--- config.mk ---
export PLATFORM = sky130hd
export DESIGN_NAME = uart_avs_sequencer
export DESIGN_NICKNAME = d
export VERILOG_FILES = /design/src/rtl/uart_avs_sequencer.sv
export SDC_FILE = /design/constraint.sdc
export NUM_CORES = 1
export LEC_CHECK = 0
export CAP_MARGIN = 20
export CORE_MARGIN = 2
export CORE_UTILIZATION = 29
export DETAILED_ROUTE_END_ITERATION = 10
export GPL_TIMING_DRIVEN = 0
export PLACE_DENSITY = 0.76
export SLEW_MARGIN = 30
export SYNTH_ARGS = -nofsm -noshare
export SYNTH_HDL_FRONTEND = slang
export SYNTH_SLANG_ARGS = --single-unit
--- constraint.sdc ---
create_clock -name clk_50M -period 1.5 [get_ports clk_50M]
set_clock_uncertainty 0.15 [all_clocks]
set_input_delay 0.3 -clock clk_50M [delete_from_list [all_inputs] [get_ports clk_50M]]
set_output_delay 0.3 -clock clk_50M [all_outputs]
set_load 0.005 [all_outputs]
--- src/rtl/uart_avs_sequencer.sv ---
// uart_avs_sequencer
//   Master-side sequencer for an Avalon-MM UART register slave. It polls the
//   status register, writes txdata when TRDY=1 and reads rxdata when RRDY=1.
//   TX and RX are arbitrated round-robin. It turns a valid/ready byte stream
//   on each side into single-cycle chipselect/read/write bus cycles.
//
//   Optional feature macro: UART_SEQ_ERR_EN
//     defined   : status error bits {ROE,BRK,FE,PE} = status[3:0] are OR'd into
//                 the sticky rx_err. Any set bit triggers one write of 0 to the
//                 status register before the pending grant is serviced.
//     undefined : rx_err is tied to 0, err_clr is ignored and status is never written.
//
// Ports
//   clk_50M, reset         clock, asynchronous active-high reset
//   tx_data/valid/ready    byte to send; tx_ready pulses with the txdata write
//   rx_data/valid/ready    received byte, held until the rx_valid&rx_ready handshake
//   rx_err, err_clr        sticky line-error flags and their clear
//   uart_ars_*             Avalon-MM master port towards the UART register slave
//
// State table
//   state     | meaning
//   IDLE      | gap countdown before the next status poll (0 = poll next cycle)
//   POLL      | read strobe to status (addr 2)
//   WAIT_ST   | wait READ_LATENCY cycles, capture status on the last one
//   DECIDE    | evaluate RX/TX candidates and round-robin grant
//   ST_CLR    | write 0 to status to clear error bits (error feature only)
//   WR_TX     | write tx_data to txdata (addr 1), tx_ready pulse
//   RD_RX     | read strobe to rxdata (addr 0)
//   WAIT_RX   | wait READ_LATENCY cycles, capture rx byte on the last one

module uart_avs_sequencer #(
  parameter int READ_LATENCY = 1,
  parameter int POLL_GAP     = 4,
  parameter int DATA_W       = 8
) (
  input  logic              clk_50M,
  input  logic              reset,
  input  logic [DATA_W-1:0] tx_data,
  input  logic              tx_valid,
  output logic              tx_ready,
  output logic [DATA_W-1:0] rx_data,
  output logic              rx_valid,
  input  logic              rx_ready,
  output logic [3:0]        rx_err,
  input  logic              err_clr,
  output logic [2:0]        uart_ars_address,
  output logic              uart_ars_chipselect,
  output logic [3:0]        uart_ars_byteenable,
  output logic              uart_ars_read,
  output logic              uart_ars_write,
  output logic [31:0]       uart_ars_writedata,
  input  logic [31:0]       uart_ars_readdata
);

  localparam logic [2:0] S_IDLE    = 3'd0;
  localparam logic [2:0] S_POLL    = 3'd1;
  localparam logic [2:0] S_WAIT_ST = 3'd2;
  localparam logic [2:0] S_DECIDE  = 3'd3;
  localparam logic [2:0] S_WR_TX   = 3'd4;
  localparam logic [2:0] S_RD_RX   = 3'd5;
  localparam logic [2:0] S_WAIT_RX = 3'd6;
  localparam logic [2:0] S_ST_CLR  = 3'd7;

  localparam int LAT_W = (READ_LATENCY < 2) ? 1 : $clog2(READ_LATENCY);
  localparam int GAP_W = (POLL_GAP < 2) ? 1 : $clog2(POLL_GAP);
  localparam logic [LAT_W-1:0] LAT_INIT = LAT_W'(READ_LATENCY - 1);
  localparam logic [GAP_W-1:0] GAP_INIT = GAP_W'((POLL_GAP > 0) ? POLL_GAP - 1 : 0);

  logic [2:0]        state_q, state_d;
  logic [LAT_W-1:0]  lat_q, lat_d;
  logic [GAP_W-1:0]  gap_q, gap_d;
  logic [7:0]        status_q, status_d;
  logic              rr_tx_q, rr_tx_d;      // 1: last grant went to TX
  logic              gnt_tx_q, gnt_tx_d;    // grant parked across ST_CLR
  logic              gnt_any_q, gnt_any_d;
  logic              rx_valid_q, rx_valid_d;
  logic [DATA_W-1:0] rx_data_q, rx_data_d;

  logic rx_cand, tx_cand, pick_tx, err_pending;
  logic disp_en, disp_any, disp_tx;
  logic wr_tx, wr_clr, rd_st, rd_rx;

  assign rx_cand = status_q[7] & ~rx_valid_q;
  assign tx_cand = status_q[6] & tx_valid;
  assign pick_tx = (rx_cand & tx_cand) ? ~rr_tx_q : tx_cand;

`ifdef UART_SEQ_ERR_EN
  assign err_pending = |status_q[3:0];
`else
  assign err_pending = 1'b0;
`endif

  always_comb begin
    state_d    = state_q;
    lat_d      = lat_q;
    gap_d      = gap_q;
    status_d   = status_q;
    rr_tx_d    = rr_tx_q;
    gnt_tx_d   = gnt_tx_q;
    gnt_any_d  = gnt_any_q;
    rx_valid_d = rx_valid_q;
    rx_data_d  = rx_data_q;
    disp_en    = 1'b0;
    disp_any   = 1'b0;
    disp_tx    = 1'b0;

    if (rx_valid_q && rx_ready) rx_valid_d = 1'b0;

    case (state_q)
      S_IDLE: begin
        if (gap_q == '0) state_d = S_POLL;
        else             gap_d   = gap_q - 1'b1;
      end
      S_POLL: begin
        lat_d   = LAT_INIT;
        state_d = S_WAIT_ST;
      end
      S_WAIT_ST: begin
        if (lat_q == '0) begin
          status_d = uart_ars_readdata[7:0];
          state_d  = S_DECIDE;
        end else begin
          lat_d = lat_q - 1'b1;
        end
      end
      S_DECIDE: begin
        if (rx_cand || tx_cand) rr_tx_d = pick_tx;
        gnt_tx_d  = pick_tx;
        gnt_any_d = rx_cand | tx_cand;
        if (err_pending) begin
          state_d = S_ST_CLR;
        end else begin
          disp_en  = 1'b1;
          disp_any = rx_cand | tx_cand;
          disp_tx  = pick_tx;
        end
      end
      S_ST_CLR: begin
        disp_en  = 1'b1;
        disp_any = gnt_any_q;
        disp_tx  = gnt_tx_q;
      end
      S_WR_TX: begin
        state_d = S_IDLE;
        gap_d   = '0;
      end
      S_RD_RX: begin
        lat_d   = LAT_INIT;
        state_d = S_WAIT_RX;
      end
      S_WAIT_RX: begin
        if (lat_q == '0) begin
          rx_data_d  = uart_ars_readdata[DATA_W-1:0];
          rx_valid_d = 1'b1;
          state_d    = S_IDLE;
          gap_d      = '0;
        end else begin
          lat_d = lat_q - 1'b1;
        end
      end
      default: state_d = S_IDLE;
    endcase

    // Shared dispatch: a transfer runs immediately, an empty decision waits POLL_GAP cycles.
    if (disp_en) begin
      if (disp_any) begin
        state_d = disp_tx ? S_WR_TX : S_RD_RX;
      end else if (POLL_GAP == 0) begin
        state_d = S_POLL;
      end else begin
        state_d = S_IDLE;
        gap_d   = GAP_INIT;
      end
    end
  end

  always_ff @(posedge clk_50M or posedge reset) begin
    if (reset) begin
      state_q    <= S_IDLE;
      lat_q      <= '0;
      gap_q      <= '0;
      status_q   <= '0;
      rr_tx_q    <= 1'b0;
      gnt_tx_q   <= 1'b0;
      gnt_any_q  <= 1'b0;
      rx_valid_q <= 1'b0;
      rx_data_q  <= '0;
    end else begin
      state_q    <= state_d;
      lat_q      <= lat_d;
      gap_q      <= gap_d;
      status_q   <= status_d;
      rr_tx_q    <= rr_tx_d;
      gnt_tx_q   <= gnt_tx_d;
      gnt_any_q  <= gnt_any_d;
      rx_valid_q <= rx_valid_d;
      rx_data_q  <= rx_data_d;
    end
  end

  // Strobes decode straight from the state so an async reset removes them at once.
  // The txdata write also requires tx_valid, so a withdrawn request issues nothing.
  assign rd_st  = (state_q == S_POLL);
  assign rd_rx  = (state_q == S_RD_RX);
  assign wr_tx  = (state_q == S_WR_TX) & tx_valid;
  assign wr_clr = (state_q == S_ST_CLR);

  assign uart_ars_read       = rd_st | rd_rx;
  assign uart_ars_write      = wr_tx | wr_clr;
  assign uart_ars_chipselect = uart_ars_read | uart_ars_write;
  assign uart_ars_byteenable = 4'b1111;
  assign uart_ars_address    = rd_rx ? 3'd0 : (state_q == S_WR_TX) ? 3'd1 : 3'd2;
  assign uart_ars_writedata  = wr_tx ? {{(32-DATA_W){1'b0}}, tx_data} : 32'h0;

  assign tx_ready = wr_tx;
  assign rx_valid = rx_valid_q;
  assign rx_data  = rx_data_q;

`ifdef UART_SEQ_ERR_EN
  logic [3:0] rx_err_q, rx_err_d;

  // A clear and a fresh error in the same cycle: the fresh error survives.
  always_comb begin
    rx_err_d = err_clr ? 4'b0 : rx_err_q;
    if (state_q == S_DECIDE) rx_err_d = rx_err_d | status_q[3:0];
  end

  always_ff @(posedge clk_50M or posedge reset) begin
    if (reset) rx_err_q <= 4'b0;
    else       rx_err_q <= rx_err_d;
  end

  assign rx_err = rx_err_q;

  logic unused_sink;
  assign unused_sink = ^{status_q[5:4], uart_ars_readdata[31:DATA_W]};
`else
  assign rx_err = 4'b0;

  logic unused_sink;
  assign unused_sink = ^{err_clr, status_q[5:0], uart_ars_readdata[31:DATA_W]};
`endif

endmodule

==> impl_metrics.json, run 1 <==
{
  "critPathMaxFanout": 4,
  "synth_cell_type_count": 35,
  "hold_class": "in2async",
  "synthArstFlopShare": 1.000,
  "drt-initial-drc-count": 18,
  "status": "finished with violations",
  "antenna_found_initial": 0,
  "portBuffers": 42,
  "synth_edf_count": 0,
  "cts.sinks": 19,
  "synthTopCellsByArea": "dfrtp_1 39%, buf_4 20%, mux2_2 9.3%",
  "max_freq_mhz": 523.3,
  "yosysMostFrequentCell": "buf_4",
  "n_fill_cell": 347,
  "synth_area_sq_um": 1212,
  "root_buffer": "clkbuf_8",
  "rows": 23,
  "cp_data_required_time_ns": 1.05,
  "drtPass1Iterations": 4,
  "grt_start_max_net_pins": 20,
  "tritoncts": "built",
  "max-vdd-ir-drop_uv": 659.0,
  "grt_pass1_vias": 1075,
  "avgRoutedWirePerCell_microns": 11.91,
  "met3_usage": 0.02922,
  "worstPathArrival_ns": 1.46,
  "io_pins": 101,
  "grt_remaining_overflow": 0,
  "yosys.area.top_type": "dfrtp_1",
  "end_kind": "primary output",
  "diodes": 0,
  "dieHeight_microns": 68.66,
  "die_w_microns": 68.66,
  "placeableCoreArea_sq_um": 4000,
  "fin_crit_sh": 1.274,
  "synth_common_cells": "33 x buf_4, 19 x dfrtp_1, 10 x mux2_2",
  "globalRouteMet1Util": 0.1404,
  "viasPerCell": 4.249,
  "syn-instance-count": 125,
  "nets": 269,
  "drv_cap": 0,
  "slew_headroom": 0.5228,
  "clockBufferDepth": 2,
  "p_leak_uw": 0.001117,
  "ff_latch_area_sq_um": 476.7,
  "placedInstanceArea_sq_um": 1812,
  "cts_hold_buffers": 0,
  "grt_setup_unrepaired": "true",
  "grtUsageTotal": 0.1402,
  "fin_ws_ns": -0.4111,
  "synth_area_per_cell_sq_um": 9.699,
  "wl_mm": 3.252,
  "violations": "setup timing",
  "cts.clk_slew.worst_paths_ns": 0.07,
  "tightest_slew_ns": 0.7150,
  "yosysWarnings": 0,
  "p_per_area_nw_per_um2": 1593,
  "busiest_layer": "met2",
  "setup_tns_ns": -4.798,
  "timing.final.crit_period_ns": 1.911,
  "final_area_sq_um": 2175,
  "syn2layout_area_growth_pct": 79.36,
  "finalSetupViolCount": 24,
  "gp_congestion": 0.7582,
  "ant_nets": 0,
  "synth.top_cell.area_share": 0.3922,
  "synth-seq-cells": 19,
  "hpwl_mm": 2.026,
  "die-area_sq_um": 4714,
  "htreeDepth": 1,
  "maxSlewViolCount": 0,
  "grtUsageMet2": 0.2668,
  "yosys_most_used_dff": "dfrtp_1",
  "drc": 0,
  "multiInputGateArea_sq_um": 695.7,
  "startpoint_type": "flop",
  "hold_viol": 0,
  "drive_gt1_frac": 0.4888,
  "grt_pass1_wl_mm": 4.795,
  "cts_made_buffers": 3,
  "ys_seq_area_frac": 0.3922,
  "vias": 1160,
  "clock_latency_ns": 0.26,
  "start_util": 0.3031,
  "crit_type": "reg2out"
}
==> layout by cell type (no fill, tap or decap), drive strengths merged, types with 2 or more instances in the layout <==
cell type       n
nor2b           2
conb           33
nand2           5
and3            9
dfrtp          19
o21ai           7
inv             5
clkbuf          4
nand2b          5
mux2           10
clkdlybuf4s50  19
nor3            3
nor2            2
dlygate4sd2     9
a21boi          2
buf            70
==> path summary, 6_finish.rpt <==
| kind | cells after the start | start | end | slack, ns |
|---|---|---|---|---|
| max | 6 | state_q[0]$_DFFE_PP0P_ | uart_ars_writedata[2] | -0.41 |
| min | 2 | reset | rx_data[2]$_DFFE_PP0P_ | 0.30 |
| max reg2reg | 5 | state_q[1]$_DFFE_PP0P_ | rx_data[5]$_DFFE_PP0P_ | -0.07 |
| min reg2reg | 1 | rx_data[3]$_DFFE_PP0P_ | rx_data[3]$_DFFE_PP0P_ | 0.35 |
| max in group asynchronous | 2 | reset | state_q[2]$_DFFE_PP0P_ | 0.40 |
| min in group clk_50M | 1 | rx_data[3]$_DFFE_PP0P_ | rx_data[3]$_DFFE_PP0P_ | 0.35 |
==> critical path, stage by stage (launching register included) <==
cell	delay, ns
dfrtp_1	0.40
buf_6	0.14
buf_6	0.11
nor3_4	0.14
buf_6	0.14
and3_4	0.19
buf_6	0.09
==> report_power, final <==
group          leakage [uW]  internal [uW]  switching (uW)
sequential         0.000230            767             184
combinational      0.000861           1270             888
clock             0.0000255            185             173
==> logic make-up (layout without fill, tap and decap cells) <==
logic type             count (synthesis)  after routing  synth area share
buffers and inverters                 42            108            0.2343
multiplexers                          10             10           0.09288
AO/OA/AOI/OAI                         20             20            0.1166
AND/OR/NAND/NOR                       32             33            0.1579
flip-flops                            19             19            0.3922
other                                  2             33          0.006194
==> through the flow <==
step,worst slack (ns),cells,hold slack (ns),util,total power (uW)
after global routing,-0.4641,273,0.3757,0.5436,3710
after detailed placement,-0.8551,248,0.3422,0.4529,2367
final,-0.4111,273,0.3033,0.5436,3465
after global placement,-0.8376,248,0.3325,0.4529,2344
after CTS,-0.3662,272,0.3276,0.5314,3284
after floorplan,0.01688,156,0.1011,-,1767
==> layout make-up <==
| cell class | count | share of cell area |
|---|---|---|
| Sequential cell | 19 | 0.2192 |
| Clock buffer | 3 | 0.01899 |
| Tap cell | 50 | 0.02877 |
| Multi-Input combinational cell | 96 | 0.3199 |
| Buffer | 37 | 0.1375 |
| Timing Repair Buffer | 62 | 0.2635 |
| Clock inverter | 1 | 0.002301 |
| Inverter | 5 | 0.009781 |
==> state kept, by name, indices dropped and copies added (netlist names) <==
register   cells
gap_q          2
gnt_any_q      1
gnt_tx_q       1
rr_tx_q        1
rx_data        8
rx_valid       1
state_q        3
status_q       2
==> metal layers <==
| layer | part of all wire | routed length (microns) | vias to the layer above |
|---|---|---|---|
| met5 | 0 | 0 | - |
| met4 | 0.021 | 67 | 0 |
| met3 | 0.088 | 286 | 6 |
| met2 | 0.53 | 1713 | 54 |
| met1 | 0.36 | 1185 | 536 |
| li1 | - | - | 564 |
==> timing repair <==
action	4_1_cts	5_1_grt
endpoints found under the setup margin	34	28
resized for setup	106	15
buffers inserted	19	2
cloned	1	0
pin swaps	12	7
No activity file was read; power rests on OpenSTA's default activity.
==> run 2: changes to the inputs <==
Settings changed: CORE_MARGIN 2 to 4.
==> run 2 against run 1 <==
- the flow still finishes with violations (setup timing)
- clock power rose by 2%
- via count fell by 4.9%
- first-iteration DRC count rose by 5.6%
- worst hold slack barely moved
==> impl_metrics.json, run 2 (synthesis gave the netlist of run 1 again) <==
{
  "hpwl_mm": 2.155,
  "syn2layout_area_growth_pct": 79.26,
  "dp.cells": 248,
  "grt_pass1_vias": 1068,
  "top_layer": "met4",
  "wl_met1_mm": 1.195,
  "io_pins": 101,
  "rrSetupSlack_ns": -0.11,
  "drive_gt1_frac": 0.4888,
  "fin_ws_ns": -0.3802,
  "end_kind": "primary output",
  "gp_congestion": 0.7568,
  "timing.final.crit_period_ns": 1.880,
  "grt_setup_unrepaired": "true",
  "rows": 23,
  "grt_pass1_wl_mm": 5.099,
  "placeableCoreArea_sq_um": 4029,
  "worstReg2RegStart": "state_q[2]$_DFFE_PP0P_",
  "viasPerCell": 4.040,
  "violations": "setup timing",
  "max-vdd-ir-drop_uv": 713.6,
  "grt_remaining_overflow": 0,
  "grt_start_max_net_pins": 20,
  "mostFrequentLayoutCell": "buf_4",
  "dpl_worst_slack_ns": -0.8673,
  "crit_path_cell_trace": "buf_6 > nor3_4 > buf_6 > buf_6 > and3_1 > buf_2",
  "fin_crit_sh": 1.253,
  "drtPass1Iterations": 3,
  "critPathMaxFanout": 5,
  "slew_headroom": 0.5159,
  "totalPowerFinal_uw": 3464,
  "rr_worst_depth": 3,
  "ant_nets": 0,
  "cts.sinks": 19,
  "cts.clk_slew.worst_paths_ns": 0.08,
  "status": "finished with violations",
  "critical_path.most_common_cell": "buf_6",
  "cpPeakStageDelay_ns": 0.39,
  "root_buffer": "clkbuf_8",
  "max_freq_mhz": 531.9,
  "avgRoutedWirePerCell_microns": 11.85,
  "htreeDepth": 1,
  "setup_tns_ns": -4.267,
  "die-area_sq_um": 5279,
  "diodes": 0,
  "crit_buf_inv": 4,
  "maxSlewViolCount": 0,
  "portBuffers": 42,
  "dieHeight_microns": 72.66,
  "start_util": 0.3009,
  "wl_mm": 3.234,
  "n_fill_cell": 365,
  "hold_class": "in2async",
  "tightest_slew_ns": 0.7254,
  "finalSetupViolCount": 25,
  "largest_register_ffs": 8,
  "worstPathArrival_ns": 1.43,
  "cp_data_required_time_ns": 1.05,
  "nets": 269,
  "cts_hold_buffers": 0,
  "p_leak_uw": 0.001114,
  "clock_latency_ns": 0.26,
  "crit_family": "buffers and inverters",
  "instances_no_fill": 273,
  "drc": 0,
  "startpoint_type": "flop",
  "hold_viol": 0,
  "antenna_found_initial": 0,
  "cts_made_buffers": 3,
  "reg2reg_to": "status_q[6]$_DFFE_PP0P_",
  "die_w_microns": 72.66,
  "vias": 1103,
  "final_cell_mix": "44 x buf_4, 33 x conb_1, 18 x buf_6, 18 x clkdlybuf4s50_1, 17 x dfrtp_1",
  "critPathSlowestCell": "dfrtp_1",
  "grtUsageTotal": 0.1231,
  "wl_met2_mm": 1.678,
  "drt-initial-drc-count": 19,
  "crit_type": "reg2out",
  "clockBufferDepth": 2,
  "met3_length_microns": 330,
  "tritoncts": "built",
  "drv_cap": 0,
  "p_per_area_nw_per_um2": 1594
}
-- run 2: layout make-up --
cell class                      instances  area [sq um]  area share
Multi-Input combinational cell         96         708.2      0.3258
Timing Repair Buffer                   62         565.5      0.2602
Sequential cell                        19         478.0      0.2199
Buffer                                 37         291.5      0.1341
Tap cell                               50         62.56     0.02879
Clock buffer                            3         41.29     0.01900
Inverter                                5         18.77    0.008636
Clock inverter                          1         7.507    0.003454
-- run 2: repair_timing --
| action | CTS | global route |
|---|---|---|
| buffers inserted | 19 | 1 |
| pin swaps | 14 | 6 |
| setup endpoints to repair | 35 | 29 |
| cloned | 1 | 0 |
| resized for setup | 105 | 18 |
-- run 2: stage by stage --
step	utilization	hold WS, ns	cell area [sq um]
after floorplan	-	0.1011	1329
after global placement	0.4497	0.3326	1812
after detailed placement	0.4497	0.3418	1812
after CTS	0.5171	0.3181	2083
after global routing	0.5394	0.3660	2173
final	0.5394	0.3036	2173
-- run 2: worst register-to-register path: cells and delay by family (launching register included) --
| kind | cells | cell delay [ns] |
|---|---|---|
| buffers and inverters | 1 | 0.17 |
| multiplexers | 1 | 0.38 |
| flip-flops | 1 | 0.43 |
| AND/OR/NAND/NOR | 1 | 0.37 |
-- run 2: where the power goes --
| group | switching, uW | total, uW | internal (uW) |
|---|---|---|---|
| sequential | 171 | 940 | 769 |
| combinational | 910 | 2160 | 1250 |
| clock | 177 | 364 | 187 |
| total | 1260 | 3460 | 2210 |
-- run 2: layer usage --
layer | GRT usage | vias up
met3 | 0.04132 | 5
li1 | - | 561
met4 | 0.03689 | 0
met1 | 0.1329 | 490
met5 | 0 | -
met2 | 0.2255 | 47
-- run 2: how the worst max path moves through the flow --
stage / from / to / slack, ns / cells after the start
finish: state_q[0]$_DFFE_PP0P_ / uart_ars_writedata[6] / -0.38 / 6
global route: state_q[0]$_DFFE_PP0P_ / uart_ars_writedata[6] / -0.43 / 6
CTS: state_q[0]$_DFFE_PP0P_ / uart_ars_writedata[6] / -0.36 / 6
detailed placement: tx_valid / uart_ars_chipselect / -0.87 / 5
global placement: tx_valid / uart_ars_chipselect / -0.85 / 5
floorplan: state_q[2]$_DFFE_PP0P_ / uart_ars_writedata[0] / 0.02 / 3
==> run 3: changes to the inputs <==
Settings changed: MAX_ROUTING_LAYER set to met4, SLEW_MARGIN 30 to 10.
==> run 3 against run 2 <==
- sequential power about the same
- design area increased by 0.35%
- final cell count increased by 0.37%
- non-clock buffer count increased by 1
- maximum frequency about the same
- the flow still finishes with violations (setup timing)
- sequential share of layout area decreased by 0.076 points
- clock power decreased by 1%
- critical endpoint unchanged
- die area unchanged
- wire length about the same
- register-to-register slack about the same
- combinational power about the same
- critical path type unchanged
==> impl_metrics.json, run 3 (synthesis gave the netlist of run 1 again) <==
{
  "final_area_sq_um": 2181,
  "fin_crit_sh": 1.253,
  "grt_start_max_net_pins": 20,
  "clock_latency_ns": 0.26,
  "maxSlewViolCount": 0,
  "root_buffer": "clkbuf_8",
  "nets": 270,
  "slew_headroom": 0.5152,
  "critPathSlowestCell": "dfrtp_1",
  "tightest_slew_ns": 0.7264,
  "max-vdd-ir-drop_uv": 702.6,
  "ant_nets": 0,
  "drtPass1Iterations": 3,
  "grt_pass1_vias": 1068,
  "cts.clk_slew.worst_paths_ns": 0.08,
  "cpPeakStageDelay_ns": 0.39,
  "fin_ws_ns": -0.3802,
  "clockBufferDepth": 2,
  "crit_path_cell_trace": "buf_6 > nor3_4 > buf_6 > buf_6 > and3_1 > buf_2",
  "violations": "setup timing",
  "wl_mm": 3.232,
  "hold_viol": 0,
  "crit_type": "reg2out",
  "cp_data_required_time_ns": 1.05,
  "end_kind": "primary output",
  "drt-initial-drc-count": 24,
  "p_per_area_nw_per_um2": 1592,
  "largest_register_ffs": 8,
  "die_w_microns": 72.66,
  "drc": 0,
  "critical_path.most_common_cell": "buf_6",
  "syn2layout_area_growth_pct": 79.88,
  "drv_cap": 0,
  "drive_gt1_frac": 0.4911,
  "start_util": 0.3009,
  "grtUsageTotal": 0.1270,
  "final_cell_mix": "45 x buf_4, 33 x conb_1, 18 x buf_6, 18 x clkdlybuf4s50_1, 17 x dfrtp_1",
  "dpl_worst_slack_ns": -0.8673,
  "avgRoutedWirePerCell_microns": 11.80,
  "finalSetupViolCount": 25,
  "vias": 1107,
  "io_pins": 101,
  "instances_no_fill": 274,
  "max_freq_mhz": 531.8,
  "cts.sinks": 19,
  "htreeDepth": 1,
  "tritoncts": "built",
  "dieHeight_microns": 72.66,
  "portBuffers": 42,
  "die-area_sq_um": 5279,
  "p_leak_uw": 0.001118,
  "startpoint_type": "flop",
  "grt_remaining_overflow": 0,
  "placedInstanceArea_sq_um": 1812,
  "hpwl_mm": 2.155,
  "timing.final.crit_period_ns": 1.880,
  "diodes": 0,
  "gp_congestion": 0.7666,
  "critPathMaxFanout": 5,
  "mostFrequentLayoutCell": "buf_4",
  "viasPerCell": 4.040,
  "grt_setup_unrepaired": "true",
  "grt_pass1_wl_mm": 5.112,
  "dp.cells": 248,
  "antenna_found_initial": 0,
  "status": "finished with violations",
  "worstPathArrival_ns": 1.43,
  "rows": 23,
  "placeableCoreArea_sq_um": 4029,
  "cts_made_buffers": 3,
  "fin_util": 0.5413,
  "hold_class": "in2async"
}
-- run 3: worst max-delay path, delay by kind of cell, from the launching register on --
| kind | cells | cell delay (ns) |
|---|---|---|
| buf+inv | 4 | 0.45 |
| simple gates | 2 | 0.34 |
| flops | 1 | 0.39 |
-- run 3: worst paths after layout --
kind / cells after the start / slack, ns / start / end
min: 2 / 0.31 / reset / rx_data[3]$_DFFE_PP0P_
min in group clk_50M: 1 / 0.35 / rx_data[7]$_DFFE_PP0P_ / rx_data[7]$_DFFE_PP0P_
max: 6 / -0.38 / state_q[0]$_DFFE_PP0P_ / uart_ars_writedata[6]
max in group asynchronous: 2 / 0.38 / reset / state_q[2]$_DFFE_PP0P_
max reg2reg: 3 / -0.11 / state_q[2]$_DFFE_PP0P_ / status_q[6]$_DFFE_PP0P_
min reg2reg: 1 / 0.35 / rx_data[7]$_DFFE_PP0P_ / rx_data[7]$_DFFE_PP0P_
-- run 3: area by class of cell --
cell class	count	area [sq um]
plain buffers	37	291.5
clock inverters	1	7.507
fillers	363	1848
inverters	5	18.77
multi-input cells	96	708.2
flip-flops and latches	19	478.0
clock buffers	3	41.29
repair buffers	63	573.1
well taps	50	62.56
-- run 3: per-stage QoR --
stage | total power [uW] | hold WS, ns | TNS, ns
after global placement | 2345 | 0.3326 | -9.987
after detailed placement | 2380 | 0.3418 | -10.46
after global routing | 3747 | 0.3660 | -5.559
after floorplan | 1767 | 0.1011 | 0
final | 3472 | 0.3071 | -4.245
after CTS | 3268 | 0.3181 | -3.846
-- run 3: repair_timing --
| item | 4_1_cts | 5_1_grt |
|---|---|---|
| hold endpoints to repair | 0 | 0 |
| pin swaps | 14 | 6 |
| gates resized for setup | 105 | 17 |
| hold buffers | 0 | 0 |
| setup buffers | 19 | 2 |
| gates cloned | 1 | 0 |
| endpoints found under the setup margin | 35 | 29 |
-- run 3: layer usage --
layer | part of all wire | global-route usage | up-vias | wire [microns]
met5 | 0 | - | - | 0
met2 | 0.52 | 0.2234 | 47 | 1689
met3 | 0.098 | 0.03857 | 5 | 316
met4 | 0.0093 | 0.03689 | 0 | 30
met1 | 0.37 | 0.1372 | 491 | 1194
li1 | - | - | 564 | -
-- run 3: where the power goes --
| part | internal (uW) | leakage (uW) | total, uW | switching, uW |
|---|---|---|---|---|
| clock | 187 | 0.0000217 | 360 | 173 |
| combinational | 1260 | 0.000867 | 2170 | 910 |
| sequential | 769 | 0.000229 | 939 | 170 |
